**src/rtl/sram_ctrl_pkg.sv**
```systemverilog
// Shared types for the SRAM request sequencer: FSM states, default widths, command word.
package sram_ctrl_pkg;
  localparam int DEF_MEM_WIDTH = 16;
  localparam int DEF_ADD_SIZE  = 10;

  typedef enum logic [1:0] {IDLE, WRITE, READ, RESP} state_t;

  typedef struct packed {
    logic                     we;
    logic [DEF_ADD_SIZE-1:0]  addr;
    logic [DEF_MEM_WIDTH-1:0] wdata;
  } cmd_t;
endpackage

```
**src/rtl/sram_req_ctrl_if.sv**
```systemverilog
// Request/response handshake bundle between a requester and the SRAM sequencer.
interface sram_req_ctrl_if #(
  parameter int MEM_WIDTH = 16,
  parameter int ADD_SIZE  = 10
);
  logic                 req_valid;
  logic                 req_ready;
  logic                 req_we;
  logic [ADD_SIZE-1:0]  req_addr;
  logic [MEM_WIDTH-1:0] req_wdata;
  logic                 rsp_valid;
  logic                 rsp_ready;
  logic [MEM_WIDTH-1:0] rsp_data;
  logic                 rsp_perr;

  modport master (
    output req_valid, req_we, req_addr, req_wdata, rsp_ready,
    input  req_ready, rsp_valid, rsp_data, rsp_perr
  );
  modport slave (
    input  req_valid, req_we, req_addr, req_wdata, rsp_ready,
    output req_ready, rsp_valid, rsp_data, rsp_perr
  );
endinterface

```
**src/rtl/sram_cmd_fifo.sv**
```systemverilog
// Small synchronous FIFO; no bypass, so a pushed entry is visible at the head next cycle.
module sram_cmd_fifo #(
  parameter int WIDTH = 8,
  parameter int DEPTH = 4,
  localparam int AW   = $clog2(DEPTH)
) (
  input  logic             clk1,
  input  logic             rst_n,
  input  logic             push,
  input  logic [WIDTH-1:0] wdata,
  input  logic             pop,
  output logic [WIDTH-1:0] rdata,
  output logic             full,
  output logic             empty,
  output logic [AW:0]      count
);
  logic [WIDTH-1:0] mem_q [DEPTH];
  logic [AW-1:0]    wptr_q, wptr_d, rptr_q, rptr_d;
  logic [AW:0]      count_q, count_d;
  logic             do_push, do_pop;

  assign full    = (count_q == (AW+1)'(DEPTH));
  assign empty   = (count_q == '0);
  assign count   = count_q;
  assign rdata   = mem_q[rptr_q];
  assign do_push = push && !full;
  assign do_pop  = pop && !empty;

  // Pointer/occupancy update; pointers wrap naturally since DEPTH is a power of 2.
  always_comb begin
    wptr_d  = wptr_q;
    rptr_d  = rptr_q;
    count_d = count_q;
    if (do_push) wptr_d = wptr_q + 1'b1;
    if (do_pop)  rptr_d = rptr_q + 1'b1;
    count_d = count_q + (AW+1)'(do_push) - (AW+1)'(do_pop);
  end

  // Control state register.
  always_ff @(posedge clk1 or negedge rst_n) begin
    if (!rst_n) begin
      wptr_q  <= '0;
      rptr_q  <= '0;
      count_q <= '0;
    end else begin
      wptr_q  <= wptr_d;
      rptr_q  <= rptr_d;
      count_q <= count_d;
    end
  end

  // Storage array; contents are don't-care while the slot is empty.
  always_ff @(posedge clk1) begin
    if (do_push) mem_q[wptr_q] <= wdata;
  end
endmodule

```
**src/rtl/sram_req_ctrl.sv**
```systemverilog
// In-order read/write sequencer in front of the single-port parity SRAM.
// SRAM pins come only from registered state, so there is no path from req_* to the RAM.
module sram_req_ctrl
  import sram_ctrl_pkg::*;
#(
  parameter int MEM_WIDTH = DEF_MEM_WIDTH,
  parameter int ADD_SIZE  = DEF_ADD_SIZE,
  parameter int CMD_DEPTH = 4,
  parameter int RD_WAIT   = 1
) (
  input  logic                 clk1,
  input  logic                 rst_n,
  sram_req_ctrl_if.slave       bus,
  output logic                 ram_blk_sel,
  output logic                 ram_wr_en,
  output logic                 ram_rd_en,
  output logic [ADD_SIZE-1:0]  ram_addr,
  output logic [MEM_WIDTH-1:0] ram_din,
  input  logic [MEM_WIDTH-1:0] ram_dout,
  input  logic                 ram_parity,
  output logic                 busy
);
  localparam int CW = $clog2(CMD_DEPTH);

  state_t               state_q, state_d;
  cmd_t                 cmd_q, cmd_d, fifo_wdata, fifo_rdata;
  logic [2:0]           wait_q, wait_d;
  logic [MEM_WIDTH-1:0] rsp_data_q, rsp_data_d;
  logic                 rsp_perr_q, rsp_perr_d;
  logic                 fifo_push, fifo_pop, fifo_full, fifo_empty;
  logic [CW:0]          fifo_count;

  assign fifo_wdata = '{we: bus.req_we, addr: bus.req_addr, wdata: bus.req_wdata};
  // Gate ready with reset so nothing looks acceptable while held in reset.
  assign bus.req_ready = rst_n && !fifo_full;
  assign fifo_push     = bus.req_valid && bus.req_ready;

  sram_cmd_fifo #(.WIDTH($bits(cmd_t)), .DEPTH(CMD_DEPTH)) u_fifo (
    .clk1 (clk1), .rst_n (rst_n),
    .push (fifo_push), .wdata (fifo_wdata),
    .pop (fifo_pop), .rdata (fifo_rdata),
    .full (fifo_full), .empty (fifo_empty), .count (fifo_count)
  );

  // Next-state: pop in IDLE, one-cycle write, timed read with capture, hold response.
  always_comb begin
    state_d    = state_q;
    cmd_d      = cmd_q;
    wait_d     = wait_q;
    rsp_data_d = rsp_data_q;
    rsp_perr_d = rsp_perr_q;
    fifo_pop   = 1'b0;
    case (state_q)
      IDLE: if (!fifo_empty) begin
        fifo_pop = 1'b1;
        cmd_d    = fifo_rdata;
        wait_d   = '0;
        state_d  = fifo_rdata.we ? WRITE : READ;
      end
      WRITE: state_d = IDLE;
      READ: if (wait_q == 3'(RD_WAIT)) begin
        rsp_data_d = ram_dout;
        rsp_perr_d = (^ram_dout) != ram_parity;
        state_d    = RESP;
      end else begin
        wait_d = wait_q + 3'd1;
      end
      RESP: if (bus.rsp_ready) state_d = IDLE;
      default: state_d = IDLE;
    endcase
  end

  // FSM, command and response registers.
  always_ff @(posedge clk1 or negedge rst_n) begin
    if (!rst_n) begin
      state_q    <= IDLE;
      cmd_q      <= '0;
      wait_q     <= '0;
      rsp_data_q <= '0;
      rsp_perr_q <= 1'b0;
    end else begin
      state_q    <= state_d;
      cmd_q      <= cmd_d;
      wait_q     <= wait_d;
      rsp_data_q <= rsp_data_d;
      rsp_perr_q <= rsp_perr_d;
    end
  end

  assign ram_blk_sel   = (state_q == WRITE) || (state_q == READ);
  assign ram_wr_en     = (state_q == WRITE);
  assign ram_rd_en     = (state_q == READ);
  assign ram_addr      = cmd_q.addr;
  assign ram_din       = cmd_q.wdata;
  assign bus.rsp_valid = (state_q == RESP);
  assign bus.rsp_data  = rsp_data_q;
  assign bus.rsp_perr  = rsp_perr_q;
  assign busy          = (state_q != IDLE) || (fifo_count != '0);
endmodule

```
**src/flat_wrapper.sv**
```systemverilog
// flat-port wrapper written by rule: the top's interface ports become plain ports
module sram_req_ctrl_flat import sram_ctrl_pkg::*;
#(
  parameter int MEM_WIDTH = DEF_MEM_WIDTH,
  parameter int ADD_SIZE  = DEF_ADD_SIZE,
  parameter int CMD_DEPTH = 4,
  parameter int RD_WAIT   = 1
)
  (clk1, rst_n, ram_blk_sel, ram_wr_en, ram_rd_en, ram_addr, ram_din, ram_dout, ram_parity, busy, bus_req_valid, bus_req_we, bus_req_addr, bus_req_wdata, bus_rsp_ready, bus_req_ready, bus_rsp_valid, bus_rsp_data, bus_rsp_perr);
  sram_req_ctrl_if #(.MEM_WIDTH(MEM_WIDTH), .ADD_SIZE(ADD_SIZE)) bus_i ();
  input  logic clk1;
  input  logic rst_n;
  output logic ram_blk_sel;
  output logic ram_wr_en;
  output logic ram_rd_en;
  output logic [ADD_SIZE-1:0] ram_addr;
  output logic [MEM_WIDTH-1:0] ram_din;
  input  logic [MEM_WIDTH-1:0] ram_dout;
  input  logic ram_parity;
  output logic busy;
  input wire logic [$bits(bus_i.req_valid)-1:0] bus_req_valid;
  input wire logic [$bits(bus_i.req_we)-1:0] bus_req_we;
  input wire logic [$bits(bus_i.req_addr)-1:0] bus_req_addr;
  input wire logic [$bits(bus_i.req_wdata)-1:0] bus_req_wdata;
  input wire logic [$bits(bus_i.rsp_ready)-1:0] bus_rsp_ready;
  output wire logic [$bits(bus_i.req_ready)-1:0] bus_req_ready;
  output wire logic [$bits(bus_i.rsp_valid)-1:0] bus_rsp_valid;
  output wire logic [$bits(bus_i.rsp_data)-1:0] bus_rsp_data;
  output wire logic [$bits(bus_i.rsp_perr)-1:0] bus_rsp_perr;
  assign bus_i.req_valid = bus_req_valid;
  assign bus_i.req_we = bus_req_we;
  assign bus_i.req_addr = bus_req_addr;
  assign bus_i.req_wdata = bus_req_wdata;
  assign bus_i.rsp_ready = bus_rsp_ready;
  assign bus_req_ready = bus_i.req_ready;
  assign bus_rsp_valid = bus_i.rsp_valid;
  assign bus_rsp_data = bus_i.rsp_data;
  assign bus_rsp_perr = bus_i.rsp_perr;
  sram_req_ctrl #(.MEM_WIDTH(MEM_WIDTH), .ADD_SIZE(ADD_SIZE), .CMD_DEPTH(CMD_DEPTH), .RD_WAIT(RD_WAIT)) u_core (.clk1(clk1), .rst_n(rst_n), .bus(bus_i), .ram_blk_sel(ram_blk_sel), .ram_wr_en(ram_wr_en), .ram_rd_en(ram_rd_en), .ram_addr(ram_addr), .ram_din(ram_din), .ram_dout(ram_dout), .ram_parity(ram_parity), .busy(busy));
endmodule
```
**config.mk**
```make
export PLATFORM = sky130hd
export DESIGN_NAME = sram_req_ctrl_flat
export DESIGN_NICKNAME = d
export VERILOG_FILES = /design/src/rtl/sram_ctrl_pkg.sv /design/src/rtl/sram_req_ctrl_if.sv /design/src/rtl/sram_cmd_fifo.sv /design/src/rtl/sram_req_ctrl.sv /design/src/flat_wrapper.sv
export SDC_FILE = /design/constraint.sdc
export NUM_CORES = 1
export LEC_CHECK = 0
export ABC_AREA = 1
export CORE_ASPECT_RATIO = 0.8
export CORE_UTILIZATION = 45
export CTS_BUF_LIST = sky130_fd_sc_hd__clkbuf_4 sky130_fd_sc_hd__clkbuf_8
export CTS_CLUSTER_SIZE = 28
export DETAILED_ROUTE_END_ITERATION = 10
export GPL_TIMING_DRIVEN = 0
export PLACE_DENSITY = 0.71
export SYNTH_ARGS = -nofsm -noshare
export SYNTH_HDL_FRONTEND = slang
export SYNTH_SLANG_ARGS = --single-unit
```
**constraint.sdc**
```tcl
create_clock -name clk1 -period 4.6 [get_ports clk1]
set_clock_uncertainty 0.05 [all_clocks]
set_input_delay 0.92 -clock clk1 [delete_from_list [all_inputs] [get_ports clk1]]
set_output_delay 0.92 -clock clk1 [all_outputs]
set_load 0.005 [all_outputs]
```
==> impl_metrics.toml <==
[outcome]
outcome = "complete, but fails checks"
failed_checks = "design-rule violations"

[placement]
dpl.cell_count = 893
hpwlAfterDp_mm = 9.748
place.gp.congestion = 0.7690
port_buffers = 96

[worst_setup_path]
rrSetupSlack_ps = 2060
crit_chain = "buf_2, inv_1, a31oi_1, clkdlybuf4s50_1"
critPathTopFamily = "buffers and inverters"
arrival_ps = 2370
startpoint_type = "input pin"
cp.depth = 4
critPathBufInv = 3
cp_slowest_stage_delay_ps = 590
worst_path_max_delay_cell = "buf_2"
critPathMaxFanout = 31
r2r_cells = 10
cp.required_ps = 3630
crit_type = "in2out"
end_kind = "output pin"

[global_routing]
antenna_found_initial = 0
grtUsageTotal = 0.2010
grt_max_degree = 32
grt_overflow = 0
grt_pass1_vias = 4827
grt_pass1_wl_mm = 23.78

[synthesis]
synth_area_leaders = "edfxtp_1 (48%), dfrtp_1 (20%), nor2_1 (8.0%)"
yosysTopAreaCellShare = 0.4805
synthCells = 612
ys_types = 26
ys.warnings.count = 0
yosys.area.top_type = "edfxtp_1"
synth_nets = 673
ys_seq_area_frac = 0.6845
ys_ff_latch = 163
syn_area_per_cell_um2 = 11.03
synth_area_um2 = 6749

[final_layout]
diodes = 0
drive_gt1_frac = 0.08232
fin_nets = 789
area_delta_synth_final_pct = 24.99
fin_util = 0.5840
mostFrequentLayoutCells = "nor2_1 (139), edfxtp_1 (108), nand2_1 (99)"
layout_commonest_cell = "nor2_1"
nFillCells = 1181
stdcell_count = 925

[cts]
clk_pin_slew_ps = 90
cts_tree = "built"
cts_buffers = 17
cts_setup_buffers = 0
clockBufferDepth = 2
clock-root-buffer = "clkbuf_8"
cts_sinks = 163
cts_resized = 0
hold_buffers = 0
insertion_delay_ps = 440
cts.htree.levels = 4

[floorplanning]
die_w_um = 138.9
dieArea_um2 = 15490
core_um2 = 14440
io_pins = 97
placementRows = 39
start_util = 0.4673
die_y_um = 111.5

[routing]
routed-via-count = 4820
ant_nets = 0
avgViaCountPerCell = 5.211
dr.pass1.iters = 9
avgRoutedWirePerCell_um = 16.11
drcViolationCount = 8
drt_iter0_drc = 374
wl_mm = 14.90

[timing]
period_minus_slack_ps = 3343
fmax_ghz = 0.2991
maxSlewHeadroom = 0.3617
fin_hold_ws_ps = 438.2
worst_slew_pin_slew_ps = 955.1
finalMaxSlewViolations = 0
rsz0062_at_grt = "no"
finalHoldViolCount = 0
timing.final.crit_share = 0.7268
setup_viol = 0

[power]
p_sw_w = 0.001867
p_seq_frac = 0.396
max-vdd-ir-drop_mv = 0.2977
power-per-cell-area_nw_per_um2 = 633.1
combPwrFrac = 0.388
p_leak_nw = 3.328
pwr-share-clk = 0.216
swShare = 0.3495
p_int_w = 0.003474

[run]
max_cap_viol_count = 0

[min_path]
min_path_cells = 2
hold_class = "reg2reg"
[worst reg2reg max path, stage by stage (launching register included)]
cell and delay (ps):
dfrtp_1 390, inv_1 90, a31oi_1 200, nand2_1 350, ha_1 420, inv_1 60
ha_1 130, inv_1 50, fa_1 370, xnor2_1 200, xor2_1 160
[logic make-up after synthesis]
kind of cell | share of synthesized area
xor gates and xnor gates | 0.007788
AOI/OAI and AO/OA | 0.08602
buffers and inverters | 0.05024
adders and majority gates | 0.02521
DFF | 0.6845
and+or+nand+nor | 0.1463
[cells in the mapped netlist (all sizes together)]
cell	count
a21boi	1
a21oi	5
a31oi	27
buf	16
clkbuf	8
dfrtp	55
edfxtp	108
fa	1
ha	12
inv	42
nand2	100
nand3	11
nand3b	1
nor2	143
nor3	1
o21ai	72
o22ai	3
xnor2	3
xor2	3
[power by group through the flow]
stage / clock [W] / sequential (W) / combinational (W)
floorplan: 0 / 0.00212 / 0.00117
global placement: 0 / 0.00213 / 0.00199
detailed placement: 0 / 0.00214 / 0.00208
CTS: 0.00117 / 0.00211 / 0.00209
global route: 0.00122 / 0.00215 / 0.00231
finish: 0.00115 / 0.00211 / 0.00207
[final cells by class]
class / count / area [µm²] / area share
clock inverters: 15 / 216.5 / 0.02566
multi-input cells: 383 / 1821 / 0.2158
clock buffers: 17 / 234.0 / 0.02774
well taps: 184 / 230.2 / 0.02729
inverters: 42 / 160.2 / 0.01899
flip-flops and latches: 163 / 4619 / 0.5476
repair buffers: 97 / 975.9 / 0.1157
plain buffers: 24 / 178.9 / 0.02121
[metrics by stage]
step / TNS, ps / instance area, µm² / power (W) / setup WS (ps)
after floorplan: 0 / 6749 / 0.003283 / 1604
final: 0 / 8436 / 0.005340 / 1257
after CTS: 0 / 8436 / 0.005372 / 1211
after global routing: 0 / 8436 / 0.005681 / 1060
after detailed placement: 0 / 7985 / 0.004224 / 854.5
after global placement: -212640 / 7940 / 0.004119 / -1987
[registers in the layout, summed over array words and instances (netlist names)]
name	count
u_core.u_fifo.mem_q	108
u_core.bus.rsp_data	16
u_core.ram_din	16
u_core.ram_addr	10
u_core.u_fifo.count	3
u_core.wait_q	3
u_core.state_q	2
u_core.u_fifo.rptr_q	2
u_core.u_fifo.wptr_q	2
u_core.bus.rsp_perr	1
[layer usage]
layer	global-route usage	routed length, µm	vias up
met5	0	0	-
met4	0.06815	176	0
met3	0.04430	908	20
met2	0.3380	7248	158
met1	0.2595	6568	2347
li1	-	-	2295
[worst paths after layout]
path	startpoint	endpoint
max in group asynchronous	rst_n	u_core.ram_addr[8]
min reg2reg	u_core.bus.rsp_data[10]	u_core.bus.rsp_data[10]
max reg2reg	u_core.u_fifo.count[1]	u_core.u_fifo.count[2]
max	rst_n	bus_req_ready
min in group asynchronous	rst_n	u_core.bus.rsp_data[12]
min	u_core.bus.rsp_data[10]	u_core.bus.rsp_data[10]
(Power assumes the default switching activity.)
